## config.mk

```make
export PLATFORM = sky130hd
export DESIGN_NAME = mult_shift_add
export DESIGN_NICKNAME = d
export VERILOG_FILES = /design/src/rtl/mult_pkg.sv /design/src/rtl/mult_shift_add_dp.sv /design/src/rtl/mult_shift_add.sv
export SDC_FILE = /design/constraint.sdc
export NUM_CORES = 1
export LEC_CHECK = 0
export CORE_MARGIN = 3
export CORE_UTILIZATION = 45
export CTS_CLUSTER_DIAMETER = 200
export DETAILED_ROUTE_END_ITERATION = 8
export HOLD_SLACK_MARGIN = 0.03
export PLACE_DENSITY_LB_ADDON = 0.2
export SYNTH_ARGS = -nofsm -noshare
export SYNTH_HDL_FRONTEND = slang
export SYNTH_SLANG_ARGS = --single-unit
export TNS_END_PERCENT = 10
```

## constraint.sdc

```tcl
create_clock -name clk -period 4.9 [get_ports clk]
set_input_delay 1.47 -clock clk [delete_from_list [all_inputs] [get_ports clk]]
set_output_delay 1.47 -clock clk [all_outputs]
set_load 0.05 [all_outputs]
```

## src/rtl/mult_pkg.sv

```systemverilog
// +------------------------------------------------------------------+
// | mult_pkg : shared types and sizes for the shift-and-add multiplier |
// | Rev 1.0                                                          |
// +------------------------------------------------------------------+
`default_nettype none

package mult_pkg;

    localparam int MULT_W     = 16;
    localparam int MULT_CNT_W = $clog2(MULT_W);

    typedef enum logic [1:0] {
        IDLE = 2'd0,
        RUN  = 2'd1,
        DONE = 2'd2
    } mult_state_t;

endpackage

`default_nettype wire

```

## src/rtl/mult_shift_add_dp.sv

```systemverilog
// +------------------------------------------------------------------+
// | mult_shift_add_dp : multiplicand/multiplier/accumulator datapath  |
// | Rev 1.0                                                          |
// +------------------------------------------------------------------+
`default_nettype none

module mult_shift_add_dp
    import mult_pkg::*;
#(
    parameter int W = MULT_W
) (
    input  logic           clk,
    input  logic           reset,
    input  logic           load,
    input  logic           step,
    input  logic [W-1:0]   op_a,
    input  logic [W-1:0]   op_b,
    output logic [2*W-1:0] acc_next,
    output logic           mplier_next_zero
);

    logic [2*W-1:0] mcand_q, mcand_d;
    logic [W-1:0]   mplier_q, mplier_d;
    logic [2*W-1:0] acc_q, acc_d;

    always_comb begin
        acc_next         = acc_q + (mplier_q[0] ? mcand_q : '0);
        mplier_next_zero = ((mplier_q >> 1) == '0);
        mcand_d          = mcand_q;
        mplier_d         = mplier_q;
        acc_d            = acc_q;
        if (load) begin
            mcand_d  = {{W{1'b0}}, op_a};
            mplier_d = op_b;
            acc_d    = '0;
        end else if (step) begin
            mcand_d  = mcand_q << 1;
            mplier_d = mplier_q >> 1;
            acc_d    = acc_next;
        end
    end

    always_ff @(posedge clk or posedge reset) begin
        if (reset) begin
            mcand_q  <= '0;
            mplier_q <= '0;
            acc_q    <= '0;
        end else begin
            mcand_q  <= mcand_d;
            mplier_q <= mplier_d;
            acc_q    <= acc_d;
        end
    end

endmodule

`default_nettype wire

```

## src/rtl/mult_shift_add.sv

```systemverilog
// +------------------------------------------------------------------+
// | mult_shift_add : sequential unsigned WxW shift-and-add multiplier |
// | Option macro MULT_SHIFT_ADD_EARLY_EXIT_EN: stop once no multiplier |
// | bits remain. Rev 1.0                                             |
// +------------------------------------------------------------------+
`default_nettype none

module mult_shift_add
    import mult_pkg::*;
#(
    parameter int W = MULT_W
) (
    input  logic           clk,
    input  logic           reset,
    input  logic           init,
    input  logic [W-1:0]   op_A,
    input  logic [W-1:0]   op_B,
    output logic [2*W-1:0] result,
    output logic           done
);

    localparam int CNT_W = $clog2(W);

    mult_state_t    state_q, state_d;
    logic           init_q;
    logic [CNT_W-1:0] cnt_q, cnt_d;
    logic [2*W-1:0] result_q, result_d;
    logic           done_q, done_d;

    logic           start;
    logic           load;
    logic           step;
    logic           last_iter;
    logic           finish;
    logic [2*W-1:0] acc_next;
    logic           mplier_next_zero;

    assign start = init & ~init_q;

    mult_shift_add_dp #(
        .W (W)
    ) u_dp (
        .clk              (clk),
        .reset            (reset),
        .load             (load),
        .step             (step),
        .op_a             (op_A),
        .op_b             (op_B),
        .acc_next         (acc_next),
        .mplier_next_zero (mplier_next_zero)
    );

    always_ff @(posedge clk or posedge reset) begin
        if (reset) begin
            state_q  <= IDLE;
            init_q   <= 1'b0;
            cnt_q    <= '0;
            result_q <= '0;
            done_q   <= 1'b0;
        end else begin
            state_q  <= state_d;
            init_q   <= init;
            cnt_q    <= cnt_d;
            result_q <= result_d;
            done_q   <= done_d;
        end
    end

    // A start edge always wins, including in RUN where it aborts the current product.
    always_comb begin
        state_d = state_q;
        case (state_q)
            IDLE, DONE: if (start) state_d = RUN;
            RUN: begin
                if (start)          state_d = RUN;
                else if (last_iter) state_d = DONE;
            end
            default: state_d = IDLE;
        endcase
    end

`ifdef MULT_SHIFT_ADD_EARLY_EXIT_EN
    assign last_iter = (cnt_q == CNT_W'(W - 1)) | mplier_next_zero;
`else
    logic mplier_next_zero_unused;
    assign mplier_next_zero_unused = mplier_next_zero;
    assign last_iter = (cnt_q == CNT_W'(W - 1));
`endif

    always_comb begin
        load     = start;
        step     = (state_q == RUN) & ~start;
        finish   = step & last_iter;
        cnt_d    = cnt_q;
        result_d = result_q;
        done_d   = done_q;
        if (load) begin
            cnt_d  = '0;
            done_d = 1'b0;
        end else if (step) begin
            cnt_d = cnt_q + CNT_W'(1);
            if (finish) begin
                result_d = acc_next;
                done_d   = 1'b1;
            end
        end
    end

    assign result = result_q;
    assign done   = done_q;

endmodule

`default_nettype wire

```

==> impl_metrics.tcl <==
set metrics [dict create \
    layout-drive-gt1-share_pct 6.37 \
    antenna_found_initial 0 \
    clockBufferDepth 2 \
    max_freq_mhz 263 \
    synth_top_area_cell "dfrtp_1" \
    grt_max_degree 74 \
    synthTopCellsByArea "dfrtp_1 44%, nand2_1 12%, ha_1 5.9%" \
    synth_nets 881 \
    cts_root_buf "clkbuf_16" \
    avgSynthCellArea_um2 8.38 \
    crit_start "u_dp.mplier_q[0]$_DFFE_PP0P_" \
    htreeDepth 4 \
    worstPathMaxFanout 33 \
    skew_ps 13.3 \
    gp_congestion 0.911 \
    synth.distinct_cells 55 \
    fp.dieW_um 129 \
    async_flop_share_pct 100 \
    setup.worst_path.end_class "register" \
    cts_tree "done" \
    slew-limit-headroom_pct 37.9 \
    r2r-start "u_dp.mplier_q[0]$_DFFE_PP0P_" \
    netlist_area_um2 6820 \
    synth_ff_type "dfrtp_1" \
    synth_edf_count 0 \
    hp-class "register to register" \
    powerDensity_nw_per_um2 629 \
    grt_usage_pct 21.7 \
    multi_input_area_um2 3600 \
    setup_tns_ps 0 \
    final_antenna_net_count 0 \
    core_area_um2 14700 \
    p_total_mw 5.12 \
    fill_cells 1350 \
    worstSetupPathType "register to register" \
    worst_pin_slew_ps 932 \
    die_area_um2 16700 \
    ios 68 \
    antenna_cells 0 \
    post-cts-setup-buffers 0 \
    ys_ff_latch 120 \
    cts.sinks 120 \
    drv_cap 0 \
    min_period_ps 3810 \
    synth_cells 813 \
    hold_start "result[7]$_DFFE_PP0P_" \
    clk_pin_slew_worst_paths_ps 50 \
    grt_pass1_vias 5749 \
    drt_iter0_drc 444 \
    ys_top_cells_by_count "222 x nand2_1, 120 x dfrtp_1, 69 x a21oi_1" \
    yosysMostFrequentCell "nand2_1" \
    setup_violations 0 \
    slew_violations 0 \
    syn_to_final_growth_pct 19.3 \
    ys_warn_count 0 \
    cts_hold_buf 0 \
    drt-total-wl_um 17100 \
    start_kind "register" \
    vias_per_cell 5.57 \
    rsz0062_at_grt "no" \
    period_share_pct 77.7 \
    gr-total-overflow 0 \
    cp_data_arrival_time_ps 4130 \
    final-seq-area_um2 3000 \
    first_pass_iters 6 \
    grt_pass1_wl_um 29000 \
    drc_errors 0 \
    insertion_delay_ps 430 \
    chipHeight_um 129 \
    p_leak_nw 3.78 \
    cts_resized 0 \
    hold_viol 0 \
    ir_drop_mv 0.293 \
    initial_core_util_pct 46.4 \
    io_buffers 67 \
    nets 923 \
    synth_top_area_share_pct 44.1 \
    status "finished, final reports clean" \
    crit_required_ps 5230 \
    fp-row-count 44 \
    cts_buffers 17 \
    drt-wirelength-per-cell_um 16.3 \
    yosysSeqAreaShare_pct 44.1 \
    num_vias 5833 \
    post-dp-hpwl_um 11500 \
]
## metal layers
layer	up-vias	share of wire (%)	global-route usage, %
li1	2850	-	-
met1	2845	47	29.6
met2	118	48	34.8
met3	20	3.5	4.70
met4	0	1.5	6.92
met5	-	0	0
## path summary, 6_finish.rpt
check | endpoint | slack [ps] | cells after the start
setup / recovery | u_dp.acc_q[18]$_DFFE_PP0P_ | 1090 | 11
max in group asynchronous | u_dp.acc_q[9]$_DFFE_PP0P_ | 2500 | 3
hold reg to reg | result[7]$_DFFE_PP0P_ | 470 | 2
hold / removal | result[7]$_DFFE_PP0P_ | 470 | 2
setup reg to reg | u_dp.acc_q[18]$_DFFE_PP0P_ | 1090 | 11
min in group asynchronous | result[23]$_DFFE_PP0P_ | 1510 | 2
## state kept, by name, summed over array words and instances (netlist names)
register and count:
done 1, u_dp.mcand_q 32, u_dp.acc_q 32, u_dp.mplier_q 16, result 32, state_q 2
cnt_q 4, init_q 1
## worst max-delay path, stage by stage, from the launching register on
cell and delay (ps):
dfrtp_1 730, and2_1 320, ha_1 220, fa_1 400, a21oi_1 240, o22ai_1 140, o31ai_2 490, o21ai_0 240
a31oi_1 280, o21ai_0 220, and3_1 230, nor3_1 190
## kinds of logic after synthesis
group / share of synthesized area (%)
AO/OA/AOI/OAI: 17.6
XOR/XNOR: 4.33
adder cells (fa/ha/maj): 6.17
buffers and inverters: 3.43
flip-flops: 44.1
multiplexers: 0.808
AND/OR/NAND/NOR: 23.6
## final cells by class
| type | instances | share of cell area (%) |
|---|---|---|
| clock inverter | 3 | 0.215 |
| tap | 184 | 2.83 |
| clock buffer | 25 | 6.21 |
| inverter | 9 | 0.446 |
| timing repair buffer | 76 | 9.07 |
| sequential | 120 | 36.9 |
| multi-input combinational | 631 | 44.3 |
## cells in the final DEF, fill, tap and decap left out, types with 6 or more instances in the layout
master	synthesis	routed
a21o_1	16	16
ha_1	32	32
clkdlybuf4s50_1	0	67
inv_1	9	8
clkbuf_16	0	17
and2_1	32	32
dfrtp_1	120	120
xor2_1	8	8
nand4_1	8	8
nand2_1	222	222
a21oi_1	69	69
nor2_1	57	57
and3_1	8	8
xnor2_1	23	23
nor3_1	9	9
a211oi_1	6	6
nand3_1	12	12
buf_4	0	9
o21ai_0	32	32
a31oi_1	34	34
## report_power, final
part | switching [mW] | internal [mW]
combinational | 1.49 | 0.939
sequential | 0.243 | 1.33
clock | 0.419 | 0.698
total | 2.15 | 2.97
## per-stage QoR
| stage | instances | util (%) | cell area, um^2 | setup slack, ps | hold WS [ps] |
|---|---|---|---|---|---|
| floorplan | 813 | - | 6820 | 244 | 454 |
| detailed placement | 1020 | 51.8 | 7610 | 1140 | 462 |
| global route | 1048 | 55.3 | 8140 | 742 | 497 |
| CTS | 1048 | 55.3 | 8140 | 1110 | 475 |
| finish | 1048 | 55.3 | 8140 | 1090 | 470 |
| global placement | 1020 | 51.8 | 7610 | 1290 | 460 |
No activity file was read; power rests on OpenSTA's default activity.
